## config.mk

```make
export PLATFORM = sky130hd
export DESIGN_NAME = huffman_dec
export DESIGN_NICKNAME = d
export VERILOG_FILES = /design/src/rtl/huffman_pkg.sv /design/src/rtl/huffman_dec_loc.sv /design/src/rtl/huffman_dec.sv
export SDC_FILE = /design/constraint.sdc
export NUM_CORES = 1
export LEC_CHECK = 0
export BUFFER_PORTS_ARGS = -buffer_cell sky130_fd_sc_hd__buf_2
export CAP_MARGIN = 30
export CELL_PAD_IN_SITES_DETAIL_PLACEMENT = 1
export CELL_PAD_IN_SITES_GLOBAL_PLACEMENT = 2
export CORE_MARGIN = 5
export CORE_UTILIZATION = 38
export DETAILED_ROUTE_END_ITERATION = 10
export PLACE_DENSITY = 0.8
export REMOVE_ABC_BUFFERS = 1
export SYNTH_ARGS = -nofsm -noshare
export SYNTH_HDL_FRONTEND = slang
export SYNTH_SLANG_ARGS = --single-unit
```

## constraint.sdc

```tcl
create_clock -name clk -period 12.05 [get_ports clk]
set_input_delay 2.41 -clock clk [delete_from_list [all_inputs] [get_ports clk]]
set_output_delay 2.41 -clock clk [all_outputs]
set_load 0.1 [all_outputs]
```

## src/rtl/huffman_pkg.sv

```systemverilog
// Shared constants for the prefix-code Huffman encoder/decoder pair.
// Code k: k leading ones, a zero, then one payload bit; seven leading ones is illegal.
package huffman_pkg;
    localparam int W       = 8;
    localparam int C       = 4;
    localparam int MAX_K   = 6;
    localparam int MAX_SYM = 13;
    localparam logic [MAX_K:0] ILLEGAL_PREFIX = '1;
endpackage

```

## src/rtl/huffman_dec_loc.sv

```systemverilog
// Leading-ones counter over the head of the decoder bit buffer.
// Only the first `fill` bits are considered valid, so the count stops at fill.
import huffman_pkg::*;

module huffman_dec_loc #(
    parameter int W = huffman_pkg::W
) (
    input  logic [W-1:0]                head,
    input  logic [$clog2(2*W+1)-1:0]    fill,
    output logic [$clog2(W+1)-1:0]      ones
);
    localparam int KW = $clog2(W+1);

    logic run;

    always_comb begin
        ones = '0;
        run  = 1'b1;
        for (int i = 0; i < W; i++) begin
            if (run && (i < int'(fill)) && head[W-1-i]) begin
                ones = ones + KW'(1);
            end else begin
                run = 1'b0;
            end
        end
    end
endmodule

```

## src/rtl/huffman_dec.sv

```systemverilog
// Streaming Huffman decoder: packs bytes into a 2W-bit MSB-aligned buffer and
// emits at most one (symbol, length) pair per cycle through a stallable output register.
import huffman_pkg::*;

module huffman_dec #(
    parameter int W = huffman_pkg::W,
    parameter int C = huffman_pkg::C
) (
    input  logic         clk,
    input  logic         rst,
    input  logic [W-1:0] d_in,
    input  logic         en_in,
    output logic         rdy_out,
    output logic [C-1:0] sym_out,
    output logic [C-1:0] w_out,
    output logic         en_out,
    input  logic         stall_in,
    output logic         err_out
);
    localparam int FW = $clog2(2*W+1);
    localparam int KW = $clog2(W+1);

    logic [2*W-1:0] buf_q, buf_d;
    logic [FW-1:0]  fill_q, fill_d;
    logic [C-1:0]   sym_q, sym_d;
    logic [C-1:0]   w_q, w_d;
    logic           en_q, en_d;
    logic           err_q, err_d;

    logic [KW-1:0]  ones;
    logic [FW-1:0]  code_len;
    logic [FW-1:0]  shift_amt;
    logic [FW-1:0]  fill_mid;
    logic [2*W-1:0] after_shift;
    logic [2*W-1:0] head_rest;
    logic           bit_b;
    logic           complete;
    logic           illegal;
    logic           load;
    logic           accept;

    huffman_dec_loc #(.W(W)) u_loc (
        .head (buf_q[2*W-1 -: W]),
        .fill (fill_q),
        .ones (ones)
    );

    assign rdy_out = (fill_q <= FW'(W));

    // Shift out the consumed head first, then append the new byte right behind what remains.
    always_comb begin
        code_len  = FW'(ones) + FW'(2);
        head_rest = buf_q << (ones + KW'(1));
        bit_b     = head_rest[2*W-1];
        complete  = (ones <= KW'(MAX_K)) && (fill_q >= code_len);
        illegal   = (fill_q >= FW'(W)) && (buf_q[2*W-1 -: MAX_K+1] == ILLEGAL_PREFIX);
        load      = !en_q || !stall_in;
        accept    = en_in && rdy_out;

        sym_d     = sym_q;
        w_d       = w_q;
        en_d      = en_q;
        err_d     = 1'b0;
        shift_amt = '0;

        if (load) begin
            en_d = 1'b0;
            if (complete) begin
                sym_d     = {ones[C-2:0], bit_b};
                w_d       = C'(code_len);
                en_d      = 1'b1;
                shift_amt = code_len;
            end else if (illegal) begin
                err_d     = 1'b1;
                shift_amt = FW'(W);
            end
        end

        after_shift = buf_q << shift_amt;
        fill_mid    = fill_q - shift_amt;
        buf_d       = after_shift;
        fill_d      = fill_mid;
        if (accept) begin
            buf_d  = after_shift | ({d_in, {W{1'b0}}} >> fill_mid);
            fill_d = fill_mid + FW'(W);
        end
    end

    always_ff @(posedge clk or posedge rst) begin
        if (rst) begin
            buf_q  <= '0;
            fill_q <= '0;
            sym_q  <= '0;
            w_q    <= '0;
            en_q   <= 1'b0;
            err_q  <= 1'b0;
        end else begin
            buf_q  <= buf_d;
            fill_q <= fill_d;
            sym_q  <= sym_d;
            w_q    <= w_d;
            en_q   <= en_d;
            err_q  <= err_d;
        end
    end

    assign sym_out = sym_q;
    assign w_out   = w_q;
    assign en_out  = en_q;
    assign err_out = err_q;
endmodule
```

# Word level (Yosys, flattened, before mapping)
# Cells that the tools add are included.
# W data, S select, Z words.
# word_totals
regBits	31
inputBits	12
out_inout_bits	11
elab_cells	80
# op_classes
n_addsub	11
n_lt_le_gt_ge	12
eq_ne	1
n_shift	3
mux	24
n_bitwise	1
reduce_logical	22
# op_table
cell	n
$add A4 B1 Y4 const B	8
$mux W4	8
$lt A3 B5 Y1 const A	4
$logic_and A1 B1 Y1	18
$mux W16	1
$or A16 B16 Y16	1
$shl A16 B4 Y16	1
$shl A16 B5 Y16	1
$shr A16 B5 Y16	1
$mux W5	3
$mux W1	12
$lt A1 B5 Y1 const A	2
$lt A2 B5 Y1 const A	2
$eq A7 B7 Y1 const B	1
$add A4 B2 Y5 const B	1
$add A5 B4 Y5 const B	1
$ge A5 B4 Y1 const B	1
$ge A5 B5 Y1	1
$le A5 B4 Y1 const B	1
$sub A5 B5 Y5	1
$le A4 B3 Y1 const B	1
$logic_not A1 Y1	2
$reduce_and A2 Y1	1
$logic_or A1 B1 Y1	1

# Longest topological paths before layout
# depth
ltp_word	33
depth_mapped	46
depth_no_buf	43

# Hierarchy
# A second synthesis with hierarchy kept.
# hier_totals
cells_unflattened	403
area_unflattened_um2	3410.8
# by_module_without_submodules
module	n_inst	cells_per_inst	area_per_inst_um2
huffman_dec	1	316	2757.6
huffman_dec_loc	1	87	653.1

# Least setup slack after synthesis
# Ideal clock, no wire load.
# synth_timing
kind	register to register
start	register fill_q[2]
end	register buf_q[2]
arrival_ns	8.606
required_time_ns	11.960
setup_slack_ns	3.354
stages_incl_launch_ff	45
n_path_buf	3
synth_period_minus_slack_ns	8.696
path_cell_list	dfrtp_1 > buf_2 > or3_1 > o31a_1 > ha_1 > a21boi_0 > a221oi_2 > inv_1 > ha_1 > a21oi_1 > inv_1 > ha_1 > o22ai_1 > xor2_1 > inv_1 > ha_1 > nor2_1 > a21oi_1 > [9 not listed] > a21o_1 > maj3_1 > a22o_1 > nand2_1 > a21oi_2 > nand2_1 > inv_1 > ha_1 > fa_1 > inv_1 > a21o_1 > a21oi_1 > xnor2_1 > nor2b_1 > nand2b_1 > clkbuf_1 > or2_2 > o221ai_1
# synth_via
elab_chain_cells	33
elab_cells_between_ends	61
classes_between	9 x add/sub; 12 x order compare; 2 x shift; 19 x mux; 1 x bitwise; 18 x reduce/logical
# synth_lines
element	line_no	text
start, declared	huffman_dec.sv:24	logic [FW-1:0] fill_q, fill_d;
start signal, assigned	huffman_dec.sv:99	fill_q <= fill_d;
parallel branches: the longest is 23 deep, another holds $lt A1 B5 Y1	--	
$mux W4 *	huffman_dec_loc.sv:20	if (run && (i < int'(fill)) && head[W-1-i]) begin
named net ones[1]	huffman_dec.sv:30	logic [KW-1:0] ones;
$add A4 B2 Y5 *	huffman_dec.sv:52	code_len = FW'(ones) + FW'(2);
named net code_len[2]	huffman_dec.sv:31	logic [FW-1:0] code_len;
$ge A5 B5 Y1	huffman_dec.sv:55	complete = (ones <= KW'(MAX_K)) && (fill_q >= code_len);
$logic_and A1 B1 Y1	huffman_dec.sv:55	
$mux W5 *	huffman_dec.sv:68	if (complete) begin
$mux W5 *	huffman_dec.sv:66	if (load) begin
$sub A5 B5 Y5	huffman_dec.sv:80	fill_mid = fill_q - shift_amt;
$shr A16 B5 Y16	huffman_dec.sv:84	buf_d = after_shift | ({d_in, {W{1'b0}}} >> fill_mid);
$or A16 B16 Y16	huffman_dec.sv:84	
$mux W16 *	huffman_dec.sv:83	if (accept) begin
named net buf_d[2]	huffman_dec.sv:23	logic [2*W-1:0] buf_q, buf_d;
end signal, assigned	huffman_dec.sv:98	buf_q <= buf_d;
end, declared	huffman_dec.sv:23	
# Mark *: on every way through the listed nets, which the timed path passes.
# A chain may end at the register's enable or synchronous reset.

# Worst setup path after layout
# layout_timing
start	register fill_q[2]
end	register buf_q[15]
# Same word-level chain as after synthesis.

==> results.md <==
- Fraction of the cycle the final worst path needs: 92.3%
- Die Span Y: 104 um
- DR vias: 3207
- Synth-to-Final Area Change: 6.98%
- Number of synthesized flops with an enable pin: 0
- Total Neg Setup Slack: 0 ns
- Share of flip-flops with an asynchronous set or reset: 100%
- Fin crit period: 11.13 ns
- Mapped Cells: 409
- Total wire length: 10.5 mm
- Final hold violation count: 0
- Slowest cell on the critical path: o21ai_2
- Fillers: 1075
- CORE AREA: 8680 um^2
- Nets: 447
- Slew @ Worst Pin: 0.847 ns
- Ports: 23
- # clock sinks: 30
- 1st-pass router iterations: 4
- Vias in the first global route: 3183
- Initial DRC Count: 181
- Initial core utilization: 38.8%
- Post-Syn Area: 3370 um^2
- CTS Root Cell: clkbuf_8
- # diodes: 0
- Clk_lat worst skew: 0.29 ns
- Synthesized flop and latch total: 30
- Wirelength per Cell: 20.0 um
- Setup crit end: buf_q[15]$_DFF_PP0_
- Final Max Tran Viols: 0
- CP Capture Type: flip-flop
- Clk slew on worst S/H paths: 0.06 ns
- Synth unique cells: 75
- R2R Setup Slk: 0.92 ns
- Critical path type: reg2reg
- Post-CTS Setup Bufs: 0
- Port bufs: 22
- CP Launch Type: flip-flop
- Final HPWL DP: 8.23 mm
- Worst hold path type: reg2reg
- RSZ-0062 raised after global routing: no
- Routability cong.: 0.908
- CP required: 12.25 ns
- Max FO, Critical Path: 16
- Post-cts repair resize count: 0
- CP peak stage delay: 0.68 ns
- Sequential area share after synthesis: 22.3%
- GRT Resource Usage Total: 19.0%
- DRC: 0
- Layout cell share with drive strength beyond 1: 14.7%
- Cells after DPL: 516
- Ys flop type: dfrtp_1
- Die area: 10800 um^2
- R2R Path Start: fill_q[2]$_DFF_PP0_
- Die width: 104 um
- Synthesized area per cell: 8.24 um^2
- Reg2reg path depth: 39
- Fmax achieved: 89.9 MHz
- Max_cap viols: 0
- Total CTS buffers: 5
- GR Overflow Total: 0
- Status: finished clean
- Clock skew: 0.00486 ns
- Yosys warns: 0
- Area contributors post-synth: dfrtp_1 22%, ha_1 7.1%, mux2i_1 5.1%
- Rel. slew slack: 43.4%
- Site row count: 34
- CP arrival: 11.32 ns
- First-pass GRT wire length: 17.1 mm
- Clock Path Buffers: 2
- Initial antenna violation count: 0
- Top cell by count, worst path: ha_1
- RR Endpoint: buf_q[15]$_DFF_PP0_
- Non-Filler Instances: 524
- CTS Hold Bufs: 0
- Post-synth top area cell: dfrtp_1
- Final setup viols: 0
- Largest net degree at the start of global routing: 31
- CTS tree: yes
- Via density: 6.12
- Crit path launch: fill_q[2]$_DFF_PP0_
- Post-route ant nets: 0
- H-tree Lvls: 2
- Synth top area share: 22.3%
==> Yosys cell counts (6+ instances only) <==
master    count
buf_2         9
dfrtp_1      30
and3_1        9
mux2_2        8
o21ai_0      18
nor3_1       11
ha_1         19
a21o_1        7
a21oi_1      21
or3_1         8
o221ai_1      7
xnor2_1      10
nand3_1      13
clkbuf_1     10
o22ai_1       6
inv_1        23
nand2_1      40
mux2i_1      17
nor2_1       29
==> worst min path at each step <==
stage	startpoint	to	slack (ns)	depth (start not counted)
after global routing	sym_out[0]$_DFFE_PP0P_	sym_out[0]$_DFFE_PP0P_	0.50	2
final	sym_out[0]$_DFFE_PP0P_	sym_out[0]$_DFFE_PP0P_	0.47	2
after detailed placement	sym_out[0]$_DFFE_PP0P_	sym_out[0]$_DFFE_PP0P_	0.46	2
after CTS	sym_out[0]$_DFFE_PP0P_	sym_out[0]$_DFFE_PP0P_	0.47	2
after global placement	w_out[2]$_DFFE_PP0P_	w_out[2]$_DFFE_PP0P_	0.45	2
after floorplan	buf_q[0]$_DFF_PP0_	buf_q[0]$_DFF_PP0_	0.59	2
==> through the flow <==
stage          instance area (um^2)  utilization, %  hold WS (ns)  setup slack (ns)
5_1_grt                        3600            41.5         0.499            0.0540
6_report                       3600            41.5         0.467             0.925
4_1_cts                        3600            41.5         0.475             0.930
3_3_place_gp                   3490            40.3         0.454              1.40
3_5_place_dp                   3490            40.3         0.458             0.960
2_1_floorplan                  3230               -         0.586              2.93
==> per-layer routing <==
metal	up-vias	track usage (%)	wire length (um)
met5	-	0	0
met4	0	3.42	59
met3	8	2.36	421
met2	60	30.4	4890
met1	1610	27.8	5120
li1	1529	-	-
==> registers in the layout, summed over array words and instances, names as in the netlist <==
| signal | flops |
|---|---|
| buf_q | 16 |
| en_out | 1 |
| err_out | 1 |
| fill_q | 5 |
| sym_out | 4 |
| w_out | 3 |
==> cells in the final DEF, fill, tap and decap left out, drive strengths merged, types with 8 or more instances in the layout <==
cell	netlist	layout
nand2	40	40
dfrtp	30	30
nor2	30	30
inv	25	25
buf	15	24
a21oi	22	22
o21ai	21	21
ha	19	19
mux2i	17	17
nand3	13	13
nor3	13	13
xnor2	11	11
and3	10	10
mux2	9	9
or3	8	8
clkbuf	10	8
==> worst max-delay path, delay by kind of cell (launching register included) <==
family / cells / cell delay, ns
compound gates: 14 / 3.79
buf+inv: 6 / 1.00
simple gates: 8 / 2.26
fa+ha+maj: 9 / 2.90
xor+xnor: 2 / 0.50
flops: 1 / 0.54
==> final cells by class <==
class	count	area, um^2	share of cell area, %
clock buffer	8	110	3.06
inverter	27	105	2.92
multi-input combinational	327	2380	66.0
sequential	30	751	20.8
tap	108	135	3.75
timing repair buffer	24	125	3.47
==> logic make-up after synthesis <==
kind of cell | count (synthesis) | share of synthesized area [%]
AND/OR/NAND/NOR | 135 | 19.9
AO/OA/AOI/OAI | 125 | 27.2
buffers and inverters | 52 | 7.13
multiplexers | 30 | 10.7
flip-flops | 30 | 22.3
adder cells (fa/ha/maj) | 21 | 7.95
XOR/XNOR | 16 | 4.79
Power is not shown: default switching activity piles up to over one toggle a cycle in this logic, so the estimate is an artifact.
